## src/rtl/fetch_pkg.sv

```systemverilog
// Shared types and constants for the instruction-fetch front end.
package fetch_pkg;

  localparam int FETCH_ADDR_W  = 32;
  localparam int FETCH_INSTR_W = 32;
  localparam int FETCH_DEPTH   = 2;
  localparam int FETCH_CNT_W   = $clog2(FETCH_DEPTH + 1);

  localparam logic [FETCH_INSTR_W-1:0] NOP_INSTR = 32'h0000_0013;

  typedef struct packed {
    logic [FETCH_ADDR_W-1:0]  pc;
    logic [FETCH_INSTR_W-1:0] instr;
  } fetch_entry_t;

endpackage

```

## src/rtl/fetch_if.sv

```systemverilog
// Bundle of PC, instruction-memory and decode signals seen by the fetch unit.
interface fetch_if
  import fetch_pkg::*;
#(
  parameter int ADDR_WIDTH  = FETCH_ADDR_W,
  parameter int INSTR_WIDTH = FETCH_INSTR_W
);

  logic [ADDR_WIDTH-1:0]  pc_in;
  logic                   pc_enable;
  logic                   pc_load;
  logic [ADDR_WIDTH-1:0]  pc_load_val;
  logic                   redirect_valid;
  logic [ADDR_WIDTH-1:0]  redirect_pc;
  logic                   imem_req_valid;
  logic                   imem_req_ready;
  logic [ADDR_WIDTH-1:0]  imem_req_addr;
  logic                   imem_resp_valid;
  logic [INSTR_WIDTH-1:0] imem_resp_data;
  logic                   id_valid;
  logic                   id_ready;
  logic [INSTR_WIDTH-1:0] id_instr;
  logic [ADDR_WIDTH-1:0]  id_pc;

  modport master (
    input  pc_in, redirect_valid, redirect_pc, imem_req_ready,
           imem_resp_valid, imem_resp_data, id_ready,
    output pc_enable, pc_load, pc_load_val, imem_req_valid, imem_req_addr,
           id_valid, id_instr, id_pc
  );

  modport slave (
    output pc_in, redirect_valid, redirect_pc, imem_req_ready,
           imem_resp_valid, imem_resp_data, id_ready,
    input  pc_enable, pc_load, pc_load_val, imem_req_valid, imem_req_addr,
           id_valid, id_instr, id_pc
  );

endinterface

```

## src/rtl/fetch_fifo.sv

```systemverilog
// Small synchronous FIFO with flush; head is read straight from storage registers.
module fetch_fifo #(
  parameter type T     = logic,
  parameter int  DEPTH = 2
) (
  input  logic                       clk,
  input  logic                       reset,
  input  logic                       flush_i,
  input  logic                       push_i,
  input  T                           data_i,
  input  logic                       pop_i,
  output T                           data_o,
  output logic [$clog2(DEPTH+1)-1:0] count_o
);

  localparam int PTR_W = $clog2(DEPTH);
  localparam int CNT_W = $clog2(DEPTH + 1);
  localparam logic [CNT_W-1:0] FULL_C = DEPTH[CNT_W-1:0];

  T                 mem_q [DEPTH];
  logic [PTR_W-1:0] rd_q, rd_d, wr_q, wr_d;
  logic [CNT_W-1:0] count_q, count_d;
  logic             empty_s, full_s, do_push_s, do_pop_s;

  assign empty_s   = (count_q == '0);
  assign full_s    = (count_q == FULL_C);
  assign do_pop_s  = pop_i && !empty_s;
  // A full queue may still accept a push when the head leaves in the same cycle.
  assign do_push_s = push_i && (!full_s || do_pop_s);

  // Pointer and occupancy next state; flush empties the queue.
  always_comb begin
    rd_d    = rd_q;
    wr_d    = wr_q;
    count_d = count_q;
    if (flush_i) begin
      rd_d    = '0;
      wr_d    = '0;
      count_d = '0;
    end else begin
      rd_d    = do_pop_s  ? rd_q + PTR_W'(1) : rd_q;
      wr_d    = do_push_s ? wr_q + PTR_W'(1) : wr_q;
      count_d = count_q + CNT_W'(do_push_s) - CNT_W'(do_pop_s);
    end
  end

  // Pointer and occupancy registers.
  always_ff @(posedge clk) begin
    if (reset) begin
      rd_q    <= '0;
      wr_q    <= '0;
      count_q <= '0;
    end else begin
      rd_q    <= rd_d;
      wr_q    <= wr_d;
      count_q <= count_d;
    end
  end

  // Payload storage.
  always_ff @(posedge clk) begin
    if (do_push_s && !flush_i) begin
      mem_q[wr_q] <= data_i;
    end
  end

  assign data_o  = mem_q[rd_q];
  assign count_o = count_q;

endmodule

```

## src/rtl/fetch_unit.sv

```systemverilog
// Instruction-fetch front end: credit-limited in-order requests, PC/instruction
// queues feeding decode, and wrong-path discard after a redirect.
module fetch_unit
  import fetch_pkg::*;
#(
  parameter int ADDR_WIDTH  = FETCH_ADDR_W,
  parameter int INSTR_WIDTH = FETCH_INSTR_W,
  parameter int DEPTH       = FETCH_DEPTH
) (
  input logic     clk,
  input logic     reset,
  fetch_if.master bus
);

  localparam int CNT_W = $clog2(DEPTH + 1);
  localparam logic [CNT_W:0] CAP_C = DEPTH[CNT_W:0];

  typedef struct packed {
    logic [ADDR_WIDTH-1:0]  pc;
    logic [INSTR_WIDTH-1:0] instr;
  } entry_t;

  logic [CNT_W-1:0]      inflight_q, inflight_d, drop_q, drop_d, occ_s, tag_cnt_s;
  logic [CNT_W:0]        load_s;
  logic                  req_valid_s, fire_s, keep_s, id_valid_s, pop_s;
  logic [ADDR_WIDTH-1:0] tag_pc_s;
  entry_t                push_entry_s, head_s;

  // Credits: outstanding requests plus queued entries never exceed DEPTH,
  // so every kept response is guaranteed a free slot.
  assign load_s      = {1'b0, inflight_q} + {1'b0, occ_s};
  assign req_valid_s = !reset && !bus.redirect_valid && (load_s < CAP_C);
  assign fire_s      = req_valid_s && bus.imem_req_ready;
  assign keep_s      = bus.imem_resp_valid && (drop_q == '0) && (tag_cnt_s != '0)
                       && !bus.redirect_valid;
  assign id_valid_s  = !reset && (occ_s != '0);
  assign pop_s       = id_valid_s && bus.id_ready;
  assign push_entry_s = {tag_pc_s, bus.imem_resp_data};

  fetch_fifo #(.T(logic [ADDR_WIDTH-1:0]), .DEPTH(DEPTH)) u_tag_fifo (
    .clk     (clk),
    .reset   (reset),
    .flush_i (bus.redirect_valid),
    .push_i  (fire_s),
    .data_i  (bus.pc_in),
    .pop_i   (keep_s),
    .data_o  (tag_pc_s),
    .count_o (tag_cnt_s)
  );

  fetch_fifo #(.T(entry_t), .DEPTH(DEPTH)) u_instr_fifo (
    .clk     (clk),
    .reset   (reset),
    .flush_i (bus.redirect_valid),
    .push_i  (keep_s),
    .data_i  (push_entry_s),
    .pop_i   (pop_s),
    .data_o  (head_s),
    .count_o (occ_s)
  );

  // Outstanding-request and wrong-path drop bookkeeping.
  always_comb begin
    inflight_d = inflight_q + CNT_W'(fire_s) - CNT_W'(bus.imem_resp_valid);
    if (bus.redirect_valid) begin
      drop_d = inflight_q - CNT_W'(bus.imem_resp_valid);
    end else if (bus.imem_resp_valid && (drop_q != '0)) begin
      drop_d = drop_q - CNT_W'(1);
    end else begin
      drop_d = drop_q;
    end
  end

  // Counter registers.
  always_ff @(posedge clk) begin
    if (reset) begin
      inflight_q <= '0;
      drop_q     <= '0;
    end else begin
      inflight_q <= inflight_d;
      drop_q     <= drop_d;
    end
  end

  assign bus.pc_enable      = fire_s;
  assign bus.pc_load        = bus.redirect_valid && !reset;
  assign bus.pc_load_val    = bus.redirect_pc;
  assign bus.imem_req_valid = req_valid_s;
  assign bus.imem_req_addr  = bus.pc_in;
  assign bus.id_valid       = id_valid_s;
  assign bus.id_instr       = head_s.instr;
  assign bus.id_pc          = head_s.pc;

endmodule

```

## src/flat_wrapper.sv

```systemverilog
// flat-port wrapper written by rule: the top's interface ports become plain ports
module fetch_unit_flat import fetch_pkg::*;
#(
  parameter int ADDR_WIDTH  = FETCH_ADDR_W,
  parameter int INSTR_WIDTH = FETCH_INSTR_W,
  parameter int DEPTH       = FETCH_DEPTH
)
  (clk, reset, bus_pc_in, bus_redirect_valid, bus_redirect_pc, bus_imem_req_ready, bus_imem_resp_valid, bus_imem_resp_data, bus_id_ready, bus_pc_enable, bus_pc_load, bus_pc_load_val, bus_imem_req_valid, bus_imem_req_addr, bus_id_valid, bus_id_instr, bus_id_pc);
  fetch_if #(.ADDR_WIDTH(ADDR_WIDTH), .INSTR_WIDTH(INSTR_WIDTH)) bus_i ();
  input logic clk;
  input logic reset;
  input wire logic [$bits(bus_i.pc_in)-1:0] bus_pc_in;
  input wire logic [$bits(bus_i.redirect_valid)-1:0] bus_redirect_valid;
  input wire logic [$bits(bus_i.redirect_pc)-1:0] bus_redirect_pc;
  input wire logic [$bits(bus_i.imem_req_ready)-1:0] bus_imem_req_ready;
  input wire logic [$bits(bus_i.imem_resp_valid)-1:0] bus_imem_resp_valid;
  input wire logic [$bits(bus_i.imem_resp_data)-1:0] bus_imem_resp_data;
  input wire logic [$bits(bus_i.id_ready)-1:0] bus_id_ready;
  output wire logic [$bits(bus_i.pc_enable)-1:0] bus_pc_enable;
  output wire logic [$bits(bus_i.pc_load)-1:0] bus_pc_load;
  output wire logic [$bits(bus_i.pc_load_val)-1:0] bus_pc_load_val;
  output wire logic [$bits(bus_i.imem_req_valid)-1:0] bus_imem_req_valid;
  output wire logic [$bits(bus_i.imem_req_addr)-1:0] bus_imem_req_addr;
  output wire logic [$bits(bus_i.id_valid)-1:0] bus_id_valid;
  output wire logic [$bits(bus_i.id_instr)-1:0] bus_id_instr;
  output wire logic [$bits(bus_i.id_pc)-1:0] bus_id_pc;
  assign bus_i.pc_in = bus_pc_in;
  assign bus_i.redirect_valid = bus_redirect_valid;
  assign bus_i.redirect_pc = bus_redirect_pc;
  assign bus_i.imem_req_ready = bus_imem_req_ready;
  assign bus_i.imem_resp_valid = bus_imem_resp_valid;
  assign bus_i.imem_resp_data = bus_imem_resp_data;
  assign bus_i.id_ready = bus_id_ready;
  assign bus_pc_enable = bus_i.pc_enable;
  assign bus_pc_load = bus_i.pc_load;
  assign bus_pc_load_val = bus_i.pc_load_val;
  assign bus_imem_req_valid = bus_i.imem_req_valid;
  assign bus_imem_req_addr = bus_i.imem_req_addr;
  assign bus_id_valid = bus_i.id_valid;
  assign bus_id_instr = bus_i.id_instr;
  assign bus_id_pc = bus_i.id_pc;
  fetch_unit #(.ADDR_WIDTH(ADDR_WIDTH), .INSTR_WIDTH(INSTR_WIDTH), .DEPTH(DEPTH)) u_core (.clk(clk), .reset(reset), .bus(bus_i));
endmodule
```

## config.mk

```make
export PLATFORM = sky130hd
export DESIGN_NAME = fetch_unit_flat
export DESIGN_NICKNAME = d
export VERILOG_FILES = /design/src/rtl/fetch_pkg.sv /design/src/rtl/fetch_if.sv /design/src/rtl/fetch_fifo.sv /design/src/rtl/fetch_unit.sv /design/src/flat_wrapper.sv
export SDC_FILE = /design/constraint.sdc
export NUM_CORES = 1
export LEC_CHECK = 0
export ABC_AREA = 1
export CORE_UTILIZATION = 40
export CTS_BUF_LIST = sky130_fd_sc_hd__clkbuf_8
export DETAILED_ROUTE_END_ITERATION = 10
export PLACE_DENSITY_LB_ADDON = 0.2
export RECOVER_POWER = 50
export SYNTH_ARGS = -nofsm -noshare
export SYNTH_HDL_FRONTEND = slang
export SYNTH_HIERARCHICAL = 1
export SYNTH_SLANG_ARGS = --single-unit
```

## constraint.sdc

```tcl
create_clock -name clk -period 16.1 [get_ports clk]
set_clock_uncertainty 0.1 [all_clocks]
set_input_delay 3.22 -clock clk [delete_from_list [all_inputs] [get_ports clk]]
set_output_delay 3.22 -clock clk [all_outputs]
set_load 0.02 [all_outputs]
```

==> reports/results.ini <==
[outcome]
status=finished with violations
failed_checks=max-capacitance violations, max-slew violations

[clock_network]
cts_hold_buf=0
numCtsBuffers=35
clock_latency_ns=0.50
cts-htree-levels=2
cts.sinks=206
cts_resized=0
cts_max_path_buffers=3
cts_tree=built
cts_setup_buffers=0
root_buffer=clkbuf_8
clk_pin_slew_ns=0.06

[die]
dieWidth_um=149
die-area_um2=22300
initial_core_util=0.410
num_rows=53
ios=234
core_um2=21200
die_h_um=149

[timing]
hold_violations=0
whs_ns=0.411
rsz0062_at_grt=no
period_share=0.536
slew_headroom=-0.308
clock.fmax_ghz=0.116
setup_tns_ns=0
slew_violations=99
tightest_slew_ns=1.96
fin_crit_ns=8.63
setup_violations=0

[worst_setup_path]
critPathArrivalTime_ns=5.31
critPathMaxStageDelay_ns=0.76
critical_path_class=in -> out
cp-start-kind=primary input
path_max_fanout=12
cp.required_ns=12.78
crit_slowest_cell=dlygate4sd3_1
crit_chain=dlygate4sd3_1 -> inv_1 -> nand3_1 -> nor2_1 -> clkdlybuf4s50_1
cp-end-kind=output port

[route]
routed_wl_um=14700
dr_total_vias=4205
drtAntennaViolNets=0
met1_length_um=6270
wl_met2_um=7140
vias_per_cell=4.58
drt_iter0_markers=123
drc=0
drt-wirelength-per-cell_um=16.0
route.met3.wl_um=962
drt_pass1_iterations=4
highest_layer=met4

[synth]
ys.flop_type=edfxtp_1
syn_inst=484
yosysUniqueCellTypes=20
yosysTopAreaCellShare=0.665
synthTopCellsByCount=192 x edfxtp_1, 90 x mux2_4, 64 x buf_4
mappedNetlistArea_um2=8670
syn_nets=594
synth_seq_cells=206
synth_most_common_cell=edfxtp_1
yosys.area.top_type=edfxtp_1
synthArstFlopShare=0
synth_edf_count=192
avgSynthCellArea_um2=17.9
yosysWarnings=6
synth_area_leaders=edfxtp_1 67%, mux2_4 16%, buf_4 5.5%
yosysSeqAreaShare=0.698

[power_and_ir_drop]
power_mw=1.04
p_per_area_nw_per_um2=98.8
ir_drop_mv=0.0520
leakage_nw=3.72

[global_route]
globalRouteTotalUtil=0.130
grt_overflow_total=0
grt_pass1_wl_um=22000
grt_max_degree=53
grt_pass1_vias=4370
antenna_found_initial=0

[placement]
io_buffers=169
place_congestion=0.745
post-dp-hpwl_um=9150

[finish]
fin_util=0.500
diodes=0
nets=730
nFillCells=1816
drive_gt1_frac=0.185
area_growth_pct=22.0

[run]
maxCapViolCount=3

[worst_hold_path]
hp-class=reg -> reg

-- placed cells by master (no fill, tap or decap) --
master / count
mux2_2: 5
clkinvlp_4: 2
mux2_1: 31
clkinv_2: 6
nor4_1: 1
nor3_2: 1
clkdlybuf4s50_1: 92
nor2_1: 32
nor2_4: 2
nand3_1: 8
clkbuf_1: 2
buf_4: 3
inv_6: 1
dlygate4sd3_1: 77
o21ai_1: 2
ha_1: 7
inv_1: 30
mux2_4: 60
edfxtp_1: 192
nand2_1: 23
dfxtp_1: 14
fa_1: 1
nor3b_1: 3
or2_2: 2
clkinv_1: 4
nor3_1: 1
clkbuf_8: 37
a21oi_1: 4
-- final timing paths --
path | startpoint | endpoint | slack [ns] | cells past startpoint
max | bus_redirect_valid | bus_pc_enable | 7.47 | 5
min | u_core/u_instr_fifo/rd_q$_SDFFE_PP0N_ | register | 0.41 | 2
max reg2reg | u_core/drop_q[0]$_SDFFE_PP0P_ | u_core/u_instr_fifo/mem_q[0][57]$_DFFE_PP_ | 12.49 | 7
min reg2reg | u_core/u_instr_fifo/rd_q$_SDFFE_PP0N_ | register | 0.41 | 2
-- critical path: cells and delay by family --
family                 cells  cell delay (ns)
AND/OR/NAND/NOR            2             0.41
buffers and inverters      3             1.67
-- layer usage --
metal / global-route usage / vias to the layer above
met3: 0.0364 / 31
met2: 0.222 / 155
li1: - / 1982
met1: 0.153 / 2037
met5: 0 / -
met4: 0.0561 / 0
-- through the flow --
step | cell area [µm²] | instances | worst slack (ns)
2_1_floorplan | 8670 | 484 | 7.25
5_1_grt | 10600 | 918 | 7.36
4_1_cts | 10700 | 918 | 7.51
3_5_place_dp | 10100 | 858 | 7.53
3_3_place_gp | 10100 | 858 | 7.61
6_report | 10600 | 918 | 7.47
-- power by group --
group | internal [mW] | total (mW) | switching [mW]
combinational | 0.0243 | 0.0478 | 0.0235
sequential | 0.587 | 0.588 | 0.00119
clock | 0.213 | 0.408 | 0.195
total | 0.824 | 1.04 | 0.220
-- cell type report --
type | instances | area [µm²] | area share
flip-flops and latches | 206 | 6050 | 0.572
repair buffers | 174 | 1720 | 0.163
clock buffers | 37 | 509 | 0.0482
well taps | 275 | 344 | 0.0325
inverters | 20 | 75.1 | 0.00710
clock inverters | 23 | 106 | 0.0101
multi-input cells | 183 | 1770 | 0.167
-- sequential cells by signal, summed over array words and instances (netlist names), named ones only --
register                     cells
u_core/u_instr_fifo/count_o      2
u_core/drop_q                    2
u_core/u_instr_fifo/wr_q         1
u_core/u_tag_fifo/wr_q           1
u_core/u_tag_fifo/count_o        2
u_core/u_instr_fifo/rd_q         1
u_core/inflight_q                2
u_core/u_tag_fifo/mem_q         64
u_core/u_instr_fifo/mem_q      128
u_core/u_tag_fifo/rd_q           1
-- logic make-up (layout without fill, tap and decap cells) --
logic type | count (synthesis) | in the layout | share of synthesized area
flip-flops | 206 | 206 | 0.698
multiplexers | 96 | 96 | 0.164
buffers and inverters | 95 | 254 | 0.0875
AND/OR/NAND/NOR | 73 | 73 | 0.0352
adder cells (fa/ha/maj) | 8 | 8 | 0.0124
AO/OA/AOI/OAI | 6 | 6 | 0.00347
(Power assumes the default switching activity.)
